==> src/rtl/gf2m_stream_mul.sv <==
// Streaming GF(2^M) multiplier: P = A*B mod g(x), with M = W*N.
// Operands and modulus arrive as N words (MSW first), the product is
// computed bit-serially (D product bits per cycle, MSB first over B) and
// streamed out as N words (MSW first).
//
// Handshakes: a beat moves on a rising edge where valid and ready are both
// high; ready never depends on valid, and a producer holding valid must keep
// its data stable until that edge. in_ready is high only in LOAD and
// out_valid only in OUTPUT, so input and output beats never share a cycle.
module gf2m_stream_mul #(
  parameter int W = 8,
  parameter int N = 21,
  parameter int D = 1
) (
  input  logic         clk,
  input  logic         rst,
  input  logic         in_valid,
  output logic         in_ready,
  input  logic [W-1:0] ai,
  input  logic [W-1:0] bi,
  input  logic [W-1:0] gi,
  output logic         out_valid,
  input  logic         out_ready,
  output logic [W-1:0] po,
  output logic         busy,
  output logic [1:0]   state_dbg
);

  localparam int M     = W * N;
  localparam int STEPS = M / D;
  localparam int CMAX  = (N > STEPS) ? N : STEPS;
  localparam int CW    = (CMAX > 1) ? $clog2(CMAX) : 1;

  localparam logic [CW-1:0] LAST_WORD = CW'(N - 1);
  localparam logic [CW-1:0] LAST_STEP = CW'(STEPS - 1);

  if ((M % D) != 0) begin : g_bad_d
    $error("gf2m_stream_mul: W*N must be a multiple of D");
  end

  typedef enum logic [1:0] {
    LOAD    = 2'd0,
    COMPUTE = 2'd1,
    OUTPUT  = 2'd2
  } state_t;

  state_t        state;
  logic [CW-1:0] cnt;     // word index in LOAD/OUTPUT, step index in COMPUTE
  logic [M-1:0]  a_q;
  logic [M-1:0]  b_q;     // shifted left each step; MSB is the current B bit
  logic [M-1:0]  g_q;
  logic [M-1:0]  p_q;     // accumulator, then output shift register
  logic [M-1:0]  p_step;
  logic [M-1:0]  b_step;
  logic [M-1:0]  ai_ext;
  logic [M-1:0]  bi_ext;
  logic [M-1:0]  gi_ext;

  assign ai_ext = M'(ai);
  assign bi_ext = M'(bi);
  assign gi_ext = M'(gi);

  // D interleaved multiply/reduce iterations: the bit shifted out of P
  // (x^M) folds back as g, and the current B bit adds A.
  always_comb begin
    p_step = p_q;
    b_step = b_q;
    for (int i = 0; i < D; i++) begin
      p_step = (p_step << 1) ^ (p_step[M-1] ? g_q : '0) ^ (b_step[M-1] ? a_q : '0);
      b_step = b_step << 1;
    end
  end

  // Control FSM plus all datapath registers.
  always_ff @(posedge clk or posedge rst) begin
    if (rst) begin
      state <= LOAD;
      cnt   <= '0;
      a_q   <= '0;
      b_q   <= '0;
      g_q   <= '0;
      p_q   <= '0;
    end else begin
      unique case (state)
        LOAD: begin
          if (in_valid) begin
            a_q <= (a_q << W) | ai_ext;
            b_q <= (b_q << W) | bi_ext;
            g_q <= (g_q << W) | gi_ext;
            if (cnt == LAST_WORD) begin
              cnt   <= '0;
              p_q   <= '0;
              state <= COMPUTE;
            end else begin
              cnt <= cnt + 1'b1;
            end
          end
        end
        COMPUTE: begin
          p_q <= p_step;
          b_q <= b_step;
          if (cnt == LAST_STEP) begin
            cnt   <= '0;
            state <= OUTPUT;
          end else begin
            cnt <= cnt + 1'b1;
          end
        end
        OUTPUT: begin
          if (out_ready) begin
            p_q <= p_q << W;
            if (cnt == LAST_WORD) begin
              cnt   <= '0;
              state <= LOAD;
            end else begin
              cnt <= cnt + 1'b1;
            end
          end
        end
        default: begin
          cnt   <= '0;
          state <= LOAD;
        end
      endcase
    end
  end

  assign in_ready  = (state == LOAD);
  assign out_valid = (state == OUTPUT);
  assign busy      = (state != LOAD);
  assign po        = (state == OUTPUT) ? p_q[M-1 -: W] : '0;
  assign state_dbg = state;

endmodule

==> config.mk <==
export PLATFORM = sky130hd
export DESIGN_NAME = gf2m_stream_mul
export DESIGN_NICKNAME = d
export VERILOG_FILES = /design/src/rtl/gf2m_stream_mul.sv
export SDC_FILE = /design/constraint.sdc
export NUM_CORES = 2
export LEC_CHECK = 0
export ABC_CLOCK_PERIOD_IN_PS = 30300
export CAP_MARGIN = 20
export CORE_MARGIN = 2
export CORE_UTILIZATION = 35
export DETAILED_ROUTE_END_ITERATION = 16
export PLACE_DENSITY = 0.51
export SLEW_MARGIN = 15
export SYNTH_ARGS = -nofsm -noshare
export SYNTH_HDL_FRONTEND = slang
export SYNTH_SLANG_ARGS = --single-unit
==> constraint.sdc <==
create_clock -name clk -period 30.3 [get_ports clk]
set_input_delay 6.06 -clock clk [delete_from_list [all_inputs] [get_ports clk]]
set_output_delay 6.06 -clock clk [all_outputs]
set_load 0.1 [all_outputs]
==> metrics.cfg <==
[place]
dp_cells = 4096
gp_congestion = 0.708
pre_cts_ws_ns = 20.26
dp.final_hpwl_mm = 40.6
io_buffers = 40

[die]
dieArea_um2 = 98000
start_util_pct = 35.3
die_h_um = 313
die_w_um = 313
core_um2 = 94900
io_pins = 41
rows = 113

[synth]
synth_top_cell_area_share_pct = 51.0
synthArstFlopShare_pct = 100
synth_seq_area_share_pct = 51.0
synth_nets = 3020
synthCells = 2986
synth_edf_count = 0
mappedNetlistArea_um2 = 33400
ys_ff_latch = 682
yosysWarnings = 0
synthDistinctLibCells = 40
synth_area_leader_cell = dfrtp_1
synth_flop_cell = dfrtp_1
synth_area_leaders = dfrtp_1 51%, mux2_2 11%, xnor2_1 8.6%, nand2_1 5.8%, a221oi_2 5.8%
synth.avg_cell_area_um2 = 11.2

[final_layout]
nNetsFinal = 2948
final_cells = 4243
drive_above_1_share_pct = 21.2
diodes = 0
area_delta_synth_final_pct = 12.1
nFillCells = 9019
fin_util_pct = 39.5

[routing]
vias = 21400
wirelength_mm = 73.8
ant_nets = 0
post_drt_wl_per_cell_um = 17.4
drc = 0
vias_per_cell = 5.05
drt_first_pass_iters = 5
drtIter0Drc = 1296

[sta]
setup_violations = 0
rsz0062_at_grt = no
worst_pin_slew_ns = 1.46
slew_headroom_pct = 2.74
slew_viol_final = 0
hold_viol = 0
skew_ns = 0.0312
finalSetupTns_ns = 0
period_needed_ns = 10.42
worst_slack_ns = 19.88
fmax_mhz = 96.0
finalCritPeriodShare_pct = 34.4

[worst_setup_path]
worstPathRequired_ns = 24.24
path_cells = inv_1 > ha_4 > buf_4 > buf_12 > and2_1 > clkdlybuf4s50_1
start_kind = register
cpMaxStageDelayCell = clkdlybuf4s50_1
cp_max_fo = 93
worst-endpoint-arrival_ns = 4.36
critPathLaunch = state_dbg[0]$_DFFE_PP0P_
crit_type = reg -> out
endpoint_kind = primary output
r2r_start = state_dbg[0]$_DFFE_PP0P_
cpPeakStageDelay_ns = 1.12

[clocking]
clockRootBuffer = clkbuf_16
cts_tree = done
cts_made_buffers = 80
post_cts_resized = 0
cts_buffer_depth = 3
cts_max_level = 3
clock-sinks = 682
clkTransAtPathRegs_ns = 0.06
holdBufCountCts = 0
clk_latency_ns = 0.66
post_cts_buffers = 0

[job]
drv_cap = 0

[min_path]
worst_hold_path_type = reg -> reg
hold_path_startpoint = b_q[165]$_DFFE_PP0P_

[global_routing]
grt_pass1_vias = 22900
overflow = 0
grt_util_all_layers_pct = 15.3
grt_pass1_wl_mm = 125
antenna_found_initial = 3
grt_max_degree = 292

[power_and_ir_drop]
ir_worst_vdd_v = 0.000118
p_leak_nw = 15.7
pwr_density_cell_nw_per_um2 = 117
power_mw = 4.39

[run_status]
status = complete, no violations

[placed cells by master (no fill, tap or decap), types with 62 or more instances in the layout]
cell type and count:
o21ai_0 273, dfrtp_1 680, mux2i_1 168, clkbuf_16 82
xnor2_1 328, nand2_1 520, a221oi_2 130, o21ai_1 62
mux2_2 337, nor2_1 164
[power by group]
part,internal (mW),switching (mW),total (mW),leakage [nW]
Combinational,0.766,1.05,1.82,5.47
Sequential,1.26,0.325,1.58,8.92
Clock,0.599,0.394,0.993,1.34
[cell usage after synthesis (3+ instances only)]
cell	n
nand2_1	521
a221oi_1	30
buf_4	11
buf_2	42
o21ai_1	62
buf_1	7
and2_1	8
dfrtp_1	682
mux2i_1	168
inv_1	9
nor2_1	164
a221oi_2	130
mux2_2	337
o31ai_1	9
xnor2_1	328
xor2_1	7
buf_6	16
and3_1	4
o21ai_0	274
nand2b_1	3
clkbuf_1	146
ha_1	6
[worst paths after layout]
kind / slack [ns] / end / depth (start not counted)
max reg2reg: 26.40 / p_q[120]$_DFFE_PP0P_ / 9
max: 19.88 / po[2] / 6
max in group asynchronous: 21.31 / g_q[154]$_DFFE_PP0P_ / 5
min reg2reg: 0.48 / b_q[165]$_DFFE_PP0P_ / 2
min: 0.48 / b_q[165]$_DFFE_PP0P_ / 2
min in group asynchronous: 5.97 / b_q[80]$_DFFE_PP0P_ / 2
[worst max-delay path, delay by kind of cell (launching register included)]
kind                     cells  cell delay [ns]
adder cells (fa/ha/maj)      1             0.48
buffers and inverters        4             2.34
flip-flops                   1             0.44
AND/OR/NAND/NOR              1             0.22
[cells by family (layout without fill, tap and decap cells)]
| family | count (synthesis) | after routing | share of synthesized area [%] |
|---|---|---|---|
| buf+inv | 231 | 223 | 3.23 |
| simple gates | 708 | 708 | 8.16 |
| fa+ha+maj | 6 | 6 | 0.224 |
| xor+xnor | 335 | 335 | 8.77 |
| flops | 682 | 682 | 51.0 |
| compound gates | 519 | 519 | 12.2 |
| mux | 505 | 505 | 16.4 |
[area by class of cell]
class	instances	area [µm²]	area share, %
Clock buffer	120	2350	6.28
Clock inverter	26	364	0.971
Inverter	9	41.3	0.110
Multi-Input combinational cell	2073	15400	41.0
Sequential cell	682	17100	45.6
Tap cell	1265	1580	4.22
Timing Repair Buffer	68	706	1.88
[routing by layer]
metal  vias to the layer above  routed length [µm]  track usage [%]
li1                      10200                   -                -
met1                     10900               35900             21.2
met2                       249               34100             24.6
met3                        92                2510             2.53
met4                         0                1320             4.45
met5                         -                   0                0
[sequential cells by signal, summed over array words and instances, names as in the netlist]
name / flops
a_q: 168
g_q: 168
cnt: 8
p_q: 168
b_q: 168
state_dbg: 2
[stage by stage]
step	cell area (µm²)	hold WS, ns
floorplan	33400	0.450
global placement	34700	0.469
detailed placement	34700	0.481
CTS	37500	0.493
global route	37500	0.524
finish	37500	0.485
Power figures use the tool's default switching activity.
